**config.mk**
```make
export PLATFORM = sky130hd
export DESIGN_NAME = present_encrypt_core
export DESIGN_NICKNAME = d
export VERILOG_FILES = /design/src/rtl/present_pkg.sv /design/src/rtl/present_key_schedule_128.sv /design/src/rtl/present_encrypt_core.sv
export SDC_FILE = /design/constraint.sdc
export NUM_CORES = 1
export LEC_CHECK = 0
export ABC_AREA = 1
export BUFFER_PORTS_ARGS = -buffer_cell sky130_fd_sc_hd__buf_4
export CORE_MARGIN = 2
export CORE_UTILIZATION = 35
export CTS_CLUSTER_SIZE = 28
export DETAILED_ROUTE_END_ITERATION = 8
export PLACE_DENSITY = 0.57
export SLEW_MARGIN = 30
export SYNTH_ARGS = -nofsm -noshare
export SYNTH_HDL_FRONTEND = slang
export SYNTH_SLANG_ARGS = --single-unit
export TNS_END_PERCENT = 10
```
**constraint.sdc**
```tcl
create_clock -name clk -period 4.7 [get_ports clk]
set_clock_uncertainty 0.05 [all_clocks]
set_input_delay 1.41 -clock clk [delete_from_list [all_inputs] [get_ports clk]]
set_output_delay 1.41 -clock clk [all_outputs]
set_load 0.05 [all_outputs]
```
**src/rtl/present_pkg.sv**
```systemverilog
// Shared PRESENT definitions: S-box tables, substitution and permutation
// layers (forward and inverse), core FSM state type and block/key widths.
package present_pkg;

  localparam int BLOCK_W = 64;
  localparam int KEY_W   = 128;

  typedef enum logic [1:0] {
    IDLE  = 2'd0,
    RUN   = 2'd1,
    FINAL = 2'd2,
    DONE  = 2'd3
  } state_e;

  // Forward 4-bit PRESENT S-box.
  function automatic logic [3:0] sbox4(input logic [3:0] x);
    logic [3:0] y;
    case (x)
      4'h0: y = 4'hC;  4'h1: y = 4'h5;  4'h2: y = 4'h6;  4'h3: y = 4'hB;
      4'h4: y = 4'h9;  4'h5: y = 4'h0;  4'h6: y = 4'hA;  4'h7: y = 4'hD;
      4'h8: y = 4'h3;  4'h9: y = 4'hE;  4'hA: y = 4'hF;  4'hB: y = 4'h8;
      4'hC: y = 4'h4;  4'hD: y = 4'h7;  4'hE: y = 4'h1;  default: y = 4'h2;
    endcase
    return y;
  endfunction

  // Inverse 4-bit PRESENT S-box, used by the decrypt core.
  function automatic logic [3:0] inv_sbox4(input logic [3:0] x);
    logic [3:0] y;
    case (x)
      4'h0: y = 4'h5;  4'h1: y = 4'hE;  4'h2: y = 4'hF;  4'h3: y = 4'h8;
      4'h4: y = 4'hC;  4'h5: y = 4'h1;  4'h6: y = 4'h2;  4'h7: y = 4'hD;
      4'h8: y = 4'hB;  4'h9: y = 4'h4;  4'hA: y = 4'h6;  4'hB: y = 4'h3;
      4'hC: y = 4'h0;  4'hD: y = 4'h7;  4'hE: y = 4'h9;  default: y = 4'hA;
    endcase
    return y;
  endfunction

  // S-box applied to all 16 nibbles in parallel.
  function automatic logic [BLOCK_W-1:0] sbox_layer(input logic [BLOCK_W-1:0] d);
    logic [BLOCK_W-1:0] r;
    for (int n = 0; n < 16; n++) r[4*n +: 4] = sbox4(d[4*n +: 4]);
    return r;
  endfunction

  function automatic logic [BLOCK_W-1:0] inv_sbox_layer(input logic [BLOCK_W-1:0] d);
    logic [BLOCK_W-1:0] r;
    for (int n = 0; n < 16; n++) r[4*n +: 4] = inv_sbox4(d[4*n +: 4]);
    return r;
  endfunction

  // Bit i moves to bit (16*i) mod 63; bit 63 stays in place.
  function automatic logic [BLOCK_W-1:0] p_layer(input logic [BLOCK_W-1:0] d);
    logic [BLOCK_W-1:0] r;
    r     = '0;
    r[63] = d[63];
    for (int i = 0; i < 63; i++) r[6'((16 * i) % 63)] = d[i];
    return r;
  endfunction

  function automatic logic [BLOCK_W-1:0] inv_p_layer(input logic [BLOCK_W-1:0] d);
    logic [BLOCK_W-1:0] r;
    r     = '0;
    r[63] = d[63];
    for (int i = 0; i < 63; i++) r[i] = d[6'((16 * i) % 63)];
    return r;
  endfunction

endpackage

```
**src/rtl/present_key_schedule_128.sv**
```systemverilog
// PRESENT-128 key register: loads the cipher key, then advances one round
// key per step using the round counter supplied by the core.
module present_key_schedule_128
  import present_pkg::*;
(
  input  logic               clk,
  input  logic               reset,
  input  logic               load_i,
  input  logic               step_i,
  input  logic [KEY_W-1:0]   key_i,
  input  logic [4:0]         rc_i,
  output logic [BLOCK_W-1:0] round_key_o
);

  logic [KEY_W-1:0] k_q, k_d;

  // Rotate left by 61, substitute the top two nibbles, mix in the counter.
  function automatic logic [KEY_W-1:0] key_update(input logic [KEY_W-1:0] k,
                                                  input logic [4:0]       rc);
    logic [KEY_W-1:0] r;
    r          = {k[66:0], k[127:67]};
    r[127:124] = sbox4(r[127:124]);
    r[123:120] = sbox4(r[123:120]);
    r[66:62]   = r[66:62] ^ rc;
    return r;
  endfunction

  // Next key: a fresh load has priority over stepping.
  always_comb begin
    // NOTE: default assignment first so no path leaves k_d unassigned (no latch).
    k_d = k_q;
    if (load_i)      k_d = key_i;
    else if (step_i) k_d = key_update(k_q, rc_i);
  end

  // Key register, cleared on reset.
  always_ff @(posedge clk or negedge reset) begin
    // NOTE: sequential state uses non-blocking assignments so all registers update together.
    if (!reset) k_q <= '0;
    else        k_q <= k_d;
  end

  assign round_key_o = k_q[127:64];

endmodule

```
**src/rtl/present_encrypt_core.sv**
```systemverilog
// Iterative PRESENT-128 encryption, one round per clock. A load in IDLE or
// DONE starts a block; 31 rounds follow, then the final key whitening, and
// the result is held with load_encrypt high until the next accepted load.
module present_encrypt_core
  import present_pkg::*;
#(
  parameter int ROUNDS = 31
) (
  input  logic               clk,
  input  logic               reset,
  input  logic               load,
  input  logic [BLOCK_W-1:0] plaintext,
  input  logic [KEY_W-1:0]   key,
  output logic [BLOCK_W-1:0] ciphertext,
  output logic               load_encrypt,
  output logic               busy
);

  state_e             state_q, state_d;
  logic [4:0]         rc_q, rc_d;
  logic [BLOCK_W-1:0] st_q, st_d;
  logic [BLOCK_W-1:0] ct_q, ct_d;
  logic [BLOCK_W-1:0] round_key;
  logic               accept;
  logic               step;

  // Loads are honoured only when no block is in flight.
  assign accept = load && (state_q == IDLE || state_q == DONE);
  assign step   = (state_q == RUN);

  present_key_schedule_128 u_key_schedule (
    .clk         (clk),
    .reset       (reset),
    .load_i      (accept),
    .step_i      (step),
    .key_i       (key),
    .rc_i        (rc_q),
    .round_key_o (round_key)
  );

  // Next-state, round datapath and output capture.
  always_comb begin
    state_d = state_q;
    rc_d    = rc_q;
    st_d    = st_q;
    ct_d    = ct_q;
    case (state_q)
      IDLE, DONE: begin
        if (accept) begin
          state_d = RUN;
          st_d    = plaintext;
          rc_d    = 5'd1;
        end
      end
      RUN: begin
        st_d = p_layer(sbox_layer(st_q ^ round_key));
        // The last round holds rc at ROUNDS so the 5-bit counter never wraps.
        if (rc_q == 5'(ROUNDS)) state_d = FINAL;
        else                    rc_d    = rc_q + 5'd1;
      end
      FINAL: begin
        ct_d    = st_q ^ round_key;
        state_d = DONE;
      end
      default: state_d = IDLE;
    endcase
  end

  // Core registers; reset aborts any operation immediately.
  always_ff @(posedge clk or negedge reset) begin
    if (!reset) begin
      state_q <= IDLE;
      rc_q    <= '0;
      st_q    <= '0;
      ct_q    <= '0;
    end else begin
      state_q <= state_d;
      rc_q    <= rc_d;
      st_q    <= st_d;
      ct_q    <= ct_d;
    end
  end

  assign ciphertext   = ct_q;
  assign load_encrypt = (state_q == DONE);
  assign busy         = (state_q == RUN) || (state_q == FINAL);

endmodule
```
Yosys cells after proc, flatten, opt, wreduce, memory -nomap -nowiden --
Memories as Yosys holds them, arrays and structs flattened. Cells that the tools add are included.
Storage, ports and cells: register bits 263, ROM bits 1152, input bits 195, output and inout port bits 66, logic and storage cells 53, memories 18
Memories:
- (name not given) | depth 16, bits a word 4, rd ports 1, clocked after memory_dff 0, wr ports 0, RTL line present_pkg.sv:18 | case (x)
- (name not given) | depth 16, bits a word 4, rd ports 1, clocked after memory_dff 0, wr ports 0, RTL line present_pkg.sv:18
- (name not given) | depth 16, bits a word 4, rd ports 1, clocked after memory_dff 0, wr ports 0, RTL line present_pkg.sv:18
- (name not given) | depth 16, bits a word 4, rd ports 1, clocked after memory_dff 0, wr ports 0, RTL line present_pkg.sv:18
- (name not given) | depth 16, bits a word 4, rd ports 1, clocked after memory_dff 0, wr ports 0, RTL line present_pkg.sv:18
- (name not given) | depth 16, bits a word 4, rd ports 1, clocked after memory_dff 0, wr ports 0, RTL line present_pkg.sv:18
- 12 more memories
Operators by class: add/sub/neg operators 1, equal/unequal tests 7, multiplexer cells 10, bitwise gates (word level) 2, reduce and logical (&&, ||, !) cells 10
Operators with widths (count):
- 2-to-1 mux 128 bit | 2
- one-hot mux 64 bit (2 select lines) | 1
- 2-to-1 mux 64 bit | 1
- bitwise XOR 64 bit | 1
- 2-to-1 mux 5 bit | 2
- one-hot mux 5 bit (2 select lines) | 1
- one-hot mux 2 bit (3 select lines) | 1
- adder 5 x 1 -> 5 bit, second input constant | 1
- == test 5 bit, second input constant | 1
- bitwise XOR 5 bit | 1
- == test 2 bit, second input constant | 2
- 2-to-1 mux 2 bit | 2
- inequality test 2 bit, second input constant | 2
- AND reduction 2 bit | 2
- nonzero test 2 bit | 2
- AND reduction 3 bit | 1
- == test 2 x 1 -> 1 bit, second input constant | 1
- zero test 2 bit | 1
- logical OR 1 bit | 2
- inequality test 2 x 1 -> 1 bit, second input constant | 1
- OR reduction 2 bit | 1
- logical AND 1 bit | 1

Depth between registers and ports, before layout --
Gate-level depths: netlist of run 1.
depth after elaboration 5, gate-level depth with buffers 11, mapped depth without buffers 11

By module --
From an unflattened synthesis of run 1, not the netlist that was laid out.
Unflattened totals: cell total of the unflattened synthesis 2080, area total of the unflattened synthesis 14885.5 um^2
By module, submodules not included:
- present_encrypt_core | instances 1, cells an instance 1326, area each 8493.1 um^2, sequential area each 3378.2 um^2
- present_key_schedule_128 | instances 1, cells an instance 754, area each 6392.4 um^2, sequential area each 3203.1 um^2

Worst setup path before layout of run 1 --
OpenSTA, ideal clock, no wires.
path type register -> output, start reg state_q[0], end out busy, data arrival time 1119 ps, data required time 3240 ps, path slack 2121 ps, cell stages (with the launch flop) 4, buffers on the path 0, path through dfrtp_1 > inv_1 > ha_1 > inv_1
Between the ends: word-level cells in the longest chain between the ends 2, elaborated cells between the ends (all ways) 3, classes of those cells 2 x eq/ne; 1 x reduce/logical
RTL lines:
- start: declaration | RTL line present_encrypt_core.sv:19 | state_e state_q, state_d;
- start signal: assignment | RTL line present_encrypt_core.sv:77 | state_q <= state_d;
- == test 2 x 1 -> 1 bit / == test 2 bit (equally long branches) | RTL line present_encrypt_core.sv:86 | assign busy = (state_q == RUN) || (state_q == FINAL);
- logical OR 1 bit * | RTL line present_encrypt_core.sv:86
- end: declaration | RTL line present_encrypt_core.sv:16 | output logic busy
Every way passes the cells marked *; elsewhere a longest branch is shown, timed or not.

Final worst setup path of run 1 --
Ends and elaborated chain as after synthesis.

==> flow_summary.json, run 1 <==
{
  "final_area_um2": 16880,
  "crit_path_frequent_cell": "inv_1",
  "die_w_um": 199.7,
  "clk_pin_slew_ns": 0.06,
  "synth.distinct_cells": 27,
  "die_h_um": 199.7,
  "clock-root-buffer": "clkbuf_16",
  "grt_setup_unrepaired": "no",
  "power_frac_clock_pct": 16.4,
  "holdWs_ns": 0.4344,
  "antenna_found_initial": 0,
  "hpwl_um": 31710,
  "vias_per_cell": 4.986,
  "clock_latency_ns": 0.56,
  "power.density_nw_per_um2": 873.4,
  "io-pin-count": 261,
  "cts_setup_buffers": 0,
  "holdBufCountCts": 0,
  "end_kind": "output pin",
  "p_leak_nw": 8.430,
  "comb_power_share_pct": 55.7,
  "start_util_pct": 35.57,
  "ys.warnings.count": 0,
  "track_usage_pct": 21.59,
  "grt_pass1_wl_um": 65920,
  "core_region_area_um2": 37670,
  "synthesis.nets": 1841,
  "cp.buffers_inverters": 3,
  "ys_ff_latch": 263,
  "cts_buffer_depth": 3,
  "power.internal_mw": 7.535,
  "max_cap_viol_count": 0,
  "worstPathRequired_ns": 3.24,
  "cp_slowest_stage_delay_ns": 0.42,
  "path_cells": "inv_1 -> ha_1 -> inv_1 -> buf_4",
  "dpl_cell_area_um2": 15860,
  "vias": 11832,
  "drt_iter0_drc": 786,
  "fin_cells": 2373,
  "place_congestion": 0.8434,
  "netlist.area_leader.share_pct": 49.12,
  "crit_fanout": 5,
  "p_sw_mw": 7.211,
  "nNetsFinal": 2072,
  "num_rows": 71,
  "grt_max_degree": 92,
  "critPathTopFamily": "flip-flops",
  "hold_path_class": "flip-flop to flip-flop",
  "dp_slack_ns": 1.314,
  "ant_nets": 0,
  "seqPwrFrac_pct": 27.8,
  "wire_per_inst_um": 18.15,
  "antennaDiodeCount": 0,
  "max_freq_mhz": 315.1,
  "fin_ws_ns": 1.526,
  "report.final.slew_viol_count": 0,
  "netlist_instances": 1613,
  "worst_pin_slew_ns": 0.8024,
  "crit_path_start_kind": "flip-flop",
  "criticalPathCategory": "flip-flop to output pin",
  "relSlewSlack_pct": 46.43,
  "period_share_pct": 67.53,
  "yosysSeqAreaShare_pct": 49.12,
  "drc": 0,
  "min_period_ns": 3.174,
  "synth_area_leaders": "dfrtp_1 (49%), nand2_1 (13%), o221ai_1 (7.5%)",
  "fin_util_pct": 44.83,
  "swShare_pct": 48.90,
  "dp.cells": 2322,
  "finalHoldViolations": 0,
  "setup_violations": 0,
  "firstDrtPassIters": 8,
  "cts_tree": "built",
  "cts_buffers": 31,
  "h-tree-depth": 1,
  "cts_sinks": 263,
  "yosys.area.top_type": "dfrtp_1",
  "syn_avg_cell_area_um2": 8.306,
  "crit_slowest_cell": "dfrtp_1",
  "outcome": "complete, no violations",
  "grt_overflow_total": 0,
  "grt_pass1_vias": 11691,
  "cp_data_arrival_time_ns": 1.71,
  "power_mw": 14.75,
  "routed_wl_um": 43070,
  "ir_worst_vdd_v": 0.0003076,
  "die_area_um2": 39860,
  "area_growth_pct": 26.03,
  "setup_tns_ns": 0,
  "port_buffers": 260,
  "syn-cell-area_um2": 13400,
  "drive_gt1_share_pct": 18.42,
  "ctsResizeCount": 0
}
## worst min-delay path, delay by kind of cell, from the launching register on
family	cells	cell delay (ns)
simple gates	1	0.05
flops	1	0.34
compound gates	1	0.06
## flip-flops by register name (all words and copies together) (netlist names)
register,cells
rc_q,5
st_q,64
ciphertext,64
u_key_schedule.k_q,128
state_q,2
## path summary, 6_finish.rpt
path	cells after the start	from	endpoint	slack (ns)
worst max-delay path	4	state_q[0]$_DFFE_PN0P_	busy	1.53
worst min-delay path	2	ciphertext[16]$_DFFE_PN0N_	ciphertext[16]$_DFFE_PN0N_	0.43
worst max register to register	6	state_q[0]$_DFFE_PN0P_	u_key_schedule.k_q[32]$_DFFE_PN0P_	1.96
worst min register to register	2	ciphertext[16]$_DFFE_PN0N_	ciphertext[16]$_DFFE_PN0N_	0.43
max in group asynchronous	2	reset	st_q[58]$_DFFE_PN0P_	2.72
min in group asynchronous	1	reset	ciphertext[26]$_DFFE_PN0N_	0.76
## Yosys cell counts (all sizes together)
| cell type | number |
|---|---|
| a21oi | 14 |
| a22o | 21 |
| a32o | 2 |
| buf | 32 |
| clkbuf | 46 |
| dfrtp | 263 |
| ha | 33 |
| inv | 206 |
| nand2 | 469 |
| nand3 | 84 |
| nor2 | 117 |
| nor3 | 3 |
| nor3b | 2 |
| o211ai | 18 |
| o21ai | 107 |
| o221ai | 115 |
| o22ai | 1 |
| or2 | 10 |
| xnor2 | 44 |
| xor2 | 26 |
## placed cells by master (no fill, tap or decap), types with 2 or more instances in the layout
cell,Yosys,final
or2_2,10,10
inv_2,3,2
buf_12,0,4
o211ai_1,18,18
nand3_1,84,84
o21ai_0,104,104
a21oi_1,14,14
ha_1,33,32
xor2_1,26,26
nor3_1,3,3
dfrtp_1,263,263
inv_1,203,202
clkinv_2,0,3
clkbuf_16,0,31
nor2_1,116,116
nor3b_2,2,2
clkbuf_8,0,8
nand2_1,468,466
xnor2_1,44,44
a22o_1,21,21
bufinv_16,0,3
a32o_1,2,2
o221ai_1,115,115
buf_4,1,271
o21ai_1,2,2
clkbuf_1,46,6
## kinds of logic (layout without fill, tap and decap cells)
family,after synthesis,in the layout,share of synthesized area (%)
AND/OR/NAND/NOR,685,685,20.36
buffers and inverters,284,533,8.218
AO/OA/AOI/OAI,278,278,14.64
flip-flops,263,263,49.12
XOR/XNOR,70,70,4.576
adder cells (fa/ha/maj),33,33,3.082
## per-layer routing
layer	GRT usage [%]	up-vias	share of wire [%]
met1	29.67	5659	44
met5	0	-	0
li1	-	5759	-
met3	2.667	82	5.0
met2	34.98	332	47
met4	7.901	0	3.6
## cell type report
cell class / count / area (um^2)
multi-input combinational: 1066 / 5742
timing repair buffer: 276 / 2130
clock buffer: 45 / 908.4
fill: 3782 / 20780
tap: 511 / 639.4
inverter: 206 / 777.0
sequential: 263 / 6581
clock inverter: 6 / 107.6
## power by group through the flow
stage	logic (mW)	clock network, mW	registers [mW]
floorplan	5.08	0	4.81
global placement	8.03	0	4.11
detailed placement	8.24	0	4.13
CTS	8.27	2.48	4.10
global route	9.22	2.58	4.23
finish	8.22	2.42	4.10
No activity file was read; power rests on OpenSTA's default activity.
==> run 2: changes to the inputs <==
- clock period: 4.7 -> 3.2 ns (I/O delays scaled with it)
==> run 2 against run 1 <==
Against the previous run: sequential power increased by 47%; largest cell class unchanged; critical endpoint unchanged; largest power group unchanged; design area is 1.3% higher; sequential share of layout area is 0.49 points lower; worst setup slack got worse by 1.0 ns.
==> flow_summary.json, run 2 (synthesis gave the netlist of run 1 again) <==
{
  "place_congestion": 0.8673,
  "met3_usage_pct": 2.937,
  "cts_sinks": 263,
  "core_region_area_um2": 37670,
  "grt_overflow_total": 0,
  "track_usage_pct": 21.44,
  "fill_cells": 3792,
  "clock-root-buffer": "clkbuf_16",
  "use_met1_pct": 29.76,
  "multi_input_area_um2": 5733,
  "busiest_layer": "met2",
  "drt_iter0_drc": 725,
  "die_h_um": 199.7,
  "routed_wl_um": 42800,
  "clk_pin_slew_ns": 0.06,
  "area_growth_pct": 27.62,
  "num_rows": 71,
  "r2r_setup_slack_ns": 0.77,
  "crit_path_start_kind": "flip-flop",
  "period_share_pct": 84.76,
  "path_cells": "inv_1 -> ha_1 -> inv_1 -> buf_4",
  "fin_util_pct": 45.40,
  "start_util_pct": 35.57,
  "firstDrtPassIters": 5,
  "wire_per_inst_um": 17.98,
  "cts_buffer_depth": 3,
  "cp_data_arrival_time_ns": 1.70,
  "cts_tree": "built",
  "cts_setup_buffers": 0,
  "grt_max_degree": 67,
  "max_cap_viol_count": 0,
  "largest_reg_flops": 128,
  "cp.buffers_inverters": 3,
  "fin_cells": 2380,
  "top_register": "u_key_schedule.k_q",
  "grt_pass1_vias": 11652,
  "vias": 11664,
  "port_buffers": 260,
  "relSlewSlack_pct": 48.26,
  "crit_slowest_cell": "dfrtp_1",
  "hpwl_um": 31350,
  "grt_pass1_wl_um": 65390,
  "ant_nets": 0,
  "nNetsFinal": 2073,
  "dpl_cell_area_um2": 15980,
  "antenna_found_initial": 0,
  "max_freq_mhz": 368.7,
  "mostFrequentLayoutCell": "nand2_1",
  "die_w_um": 199.7,
  "setup_tns_ns": 0,
  "vias_per_cell": 4.901,
  "finalHoldViolations": 0,
  "regArea_um2": 6581,
  "end_kind": "output pin",
  "cts_buffers": 30,
  "worstPathRequired_ns": 2.19,
  "drc": 0,
  "h-tree-depth": 1,
  "drive_gt1_share_pct": 18.78,
  "hold_path_class": "input port to async pin",
  "holdBufCountCts": 0,
  "ctsResizeCount": 0,
  "criticalPathCategory": "flip-flop to output pin",
  "ir_worst_vdd_v": 0.0007563,
  "final_area_um2": 17100,
  "dp.cells": 2324,
  "io-pin-count": 261,
  "min_period_ns": 2.712,
  "layout_common_cells": "nand2_1 (466), buf_4 (265), dfrtp_1 (263)",
  "cp_slowest_stage_delay_ns": 0.41,
  "clock_latency_ns": 0.56,
  "use_met2_pct": 35.15,
  "antennaDiodeCount": 0,
  "worst_pin_slew_ns": 0.7761,
  "report.final.slew_viol_count": 0,
  "holdWs_ns": 0.3012,
  "setup_violations": 0,
  "critPathTopFamily": "flip-flops",
  "grt_setup_unrepaired": "no",
  "power.density_nw_per_um2": 1293,
  "die_area_um2": 39860,
  "p_leak_nw": 8.519,
  "crit_fanout": 5,
  "crit_path_frequent_cell": "inv_1",
  "outcome": "complete, no violations"
}
==> run 2: changes by cell type in the layout (fill, tap and decap cells not counted) <==
| cell | delta |
|---|---|
| nand2_8 | -1 |
| nand2_4 | +1 |
| clkinvlp_4 | +3 |
| clkbuf_1 | -1 |
| bufinv_16 | +4 |
| clkbuf_8 | -3 |
| buf_12 | +8 |
| buf_4 | -6 |
| clkinv_2 | +2 |
==> run 2: worst reg2reg max path, cell delays in order, from the launching register on <==
cell	delay (ns)
dfrtp_1	0.41
inv_1	0.06
ha_1	0.37
nand2_2	0.28
nand2_4	0.52
buf_12	0.39
o221ai_1	0.21
==> run 2: final timing paths <==
kind,startpoint,end,depth (start not counted)
min,reset,ciphertext[23]$_DFFE_PN0N_,1
max reg2reg,state_q[0]$_DFFE_PN0P_,u_key_schedule.k_q[66]$_DFFE_PN0P_,6
min in group clk,ciphertext[10]$_DFFE_PN0N_,ciphertext[10]$_DFFE_PN0N_,2
max in group asynchronous,reset,u_key_schedule.k_q[108]$_DFFE_PN0P_,2
min reg2reg,ciphertext[10]$_DFFE_PN0N_,ciphertext[10]$_DFFE_PN0N_,2
max,state_q[0]$_DFFE_PN0P_,busy,4
==> run 2: layout make-up <==
| type | instances | area share (%) |
|---|---|---|
| sequential | 263 | 38.49 |
| multi-input combinational | 1066 | 33.53 |
| timing repair buffer | 278 | 13.13 |
| clock buffer | 41 | 5.049 |
| inverter | 206 | 4.544 |
| tap | 511 | 3.739 |
| clock inverter | 15 | 1.522 |
==> run 2: metal layers <==
layer  up-vias  share of wire, %
met3        64               5.0
met4         0               2.6
met1      5547                45
met5         -                 0
met2       291                47
li1       5762                 -
==> run 2: report_power, final <==
group	leakage, nW	switching (mW)	internal, mW	total, mW
sequential	3.29	1.09	4.95	6.04
combinational	4.69	8.13	4.06	12.2
clock	0.539	1.43	2.44	3.87
total	8.52	10.7	11.5	22.1
==> run 2: stage by stage <==
step / power (mW) / setup slack, ns
6_report: 22.10 / 0.4876
5_1_grt: 24.02 / 0.4025
4_1_cts: 22.29 / 0.4484
3_5_place_dp: 18.34 / 0.6097
3_3_place_gp: 17.99 / 0.6661
2_1_floorplan: 14.52 / 1.071
==> run 3: changes to the inputs <==
- clock period: 3.2 -> 2.8 ns (I/O delays scaled with it)
==> run 3 against run 2 <==
Against the previous run: sequential share of layout area up 0.38 points; first-iteration DRC count down 1.1%; flip-flop and latch count unchanged; critical path type unchanged; largest cell class unchanged; largest power group unchanged.
==> flow_summary.json, run 3 (synthesis gave the netlist of run 1 again) <==
{
  "outcome": "complete, no violations",
  "cts_buffer_depth": 3,
  "grt_pass1_wl_um": 65020,
  "cts_sinks": 263,
  "hpwl_um": 31040,
  "core_region_area_um2": 37670,
  "grt_pass1_vias": 11662,
  "num_rows": 71,
  "cts_tree": "built",
  "min_period_ns": 2.615,
  "relSlewSlack_pct": 49.35,
  "p_leak_nw": 8.465,
  "worstPathRequired_ns": 1.91,
  "cts_setup_buffers": 0,
  "io-pin-count": 261,
  "die_w_um": 199.7,
  "firstDrtPassIters": 5,
  "power.density_nw_per_um2": 1451,
  "top_register": "u_key_schedule.k_q",
  "busiest_layer": "met2",
  "setup_tns_ns": 0,
  "wire_per_inst_um": 17.65,
  "crit_fanout": 5,
  "ctsResizeCount": 0,
  "clock-root-buffer": "clkbuf_16",
  "holdBufCountCts": 0,
  "max_freq_mhz": 382.5,
  "largest_reg_flops": 128,
  "r2r_end": "rc_q[3]$_DFFE_PN0P_",
  "track_usage_pct": 21.13,
  "use_met1_pct": 28.80,
  "ant_nets": 0,
  "h-tree-depth": 1,
  "crit_path_start_kind": "flip-flop",
  "start_util_pct": 35.57,
  "drive_gt1_share_pct": 18.66,
  "drc": 0,
  "area_growth_pct": 26.36,
  "r2r_setup_slack_ns": 0.28,
  "mostFrequentLayoutCell": "nand2_1",
  "antennaDiodeCount": 0,
  "routed_wl_um": 42020,
  "drt_iter0_drc": 717,
  "reg2regPathDepth": 7,
  "cts_buffers": 30,
  "clock_latency_ns": 0.55,
  "layout_common_cells": "nand2_1 (466), buf_4 (269), dfrtp_1 (263)",
  "ir_worst_vdd_v": 0.0007097,
  "cp_data_arrival_time_ns": 1.72,
  "grt_max_degree": 82,
  "hold_path_class": "input port to async pin",
  "grt_overflow_total": 0,
  "port_buffers": 260,
  "criticalPathCategory": "flip-flop to output pin",
  "antenna_found_initial": 0,
  "holdWs_ns": 0.1343,
  "period_share_pct": 93.38,
  "r2r-start": "state_q[0]$_DFFE_PN0P_",
  "place_congestion": 0.8665,
  "fin_util_pct": 44.95,
  "met3_usage_pct": 2.447,
  "clk_pin_slew_ns": 0.06,
  "setup_violations": 0,
  "use_met2_pct": 35.37,
  "vias": 11784,
  "nNetsFinal": 2075,
  "vias_per_cell": 4.949,
  "report.final.slew_viol_count": 0,
  "finalHoldViolations": 0,
  "die_area_um2": 39860,
  "grt_setup_unrepaired": "no",
  "critPathLaunch": "state_q[0]$_DFFE_PN0P_",
  "worst_pin_slew_ns": 0.7596,
  "end_kind": "output pin",
  "die_h_um": 199.7,
  "max_cap_viol_count": 0
}
==> run 3: changes by cell type in the layout (fill, tap and decap cells not counted), sizes merged <==
cell / change
clkbuf: +7
clkinvlp: -4
clkinv: +3
bufinv: -7
buf: +2
==> run 3: critical path: stages (launching register included) <==
cell	delay, ns
dfrtp_1	0.42
inv_1	0.07
ha_1	0.36
inv_1	0.12
buf_4	0.20
==> run 3: area by class of cell <==
cell class | count | area [um^2]
Fill cell | 3804 | 20740
Sequential cell | 263 | 6581
Multi-Input combinational cell | 1066 | 5733
Timing Repair Buffer | 280 | 2235
Clock buffer | 48 | 929.6
Inverter | 206 | 777.0
Tap cell | 511 | 639.4
Clock inverter | 7 | 35.03
==> run 3: worst max path at each step <==
stage / slack (ns) / endpoint
2_1_floorplan: 0.79 / busy
6_report: 0.19 / busy
3_5_place_dp: 0.29 / rc_q[3]$_DFFE_PN0P_
5_1_grt: 0.12 / busy
3_3_place_gp: 0.37 / rc_q[2]$_DFFE_PN0P_
4_1_cts: 0.16 / busy
==> run 3: routing by layer <==
| metal | up-vias | routed length (um) |
|---|---|---|
| li1 | 5757 | - |
| met1 | 5656 | 18820 |
| met3 | 67 | 1840 |
| met5 | - | 0 |
| met2 | 304 | 20200 |
| met4 | 0 | 1155 |
==> run 3: metrics by stage <==
stage	area (um^2)	setup WS (ns)	total power [mW]	std cells
2_1_floorplan	13400	0.7909	16.59	1613
3_3_place_gp	15970	0.3711	20.51	2326
3_5_place_dp	15970	0.2945	20.85	2326
4_1_cts	16930	0.1593	24.77	2381
5_1_grt	16930	0.1165	26.78	2381
6_report	16930	0.1853	24.56	2381
==> run 3: report_power, final <==
group,internal [mW],leakage [nW],switching [mW]
Combinational,4.64,4.69,9.19
Sequential,5.65,3.29,1.27
Clock,2.25,0.484,1.55
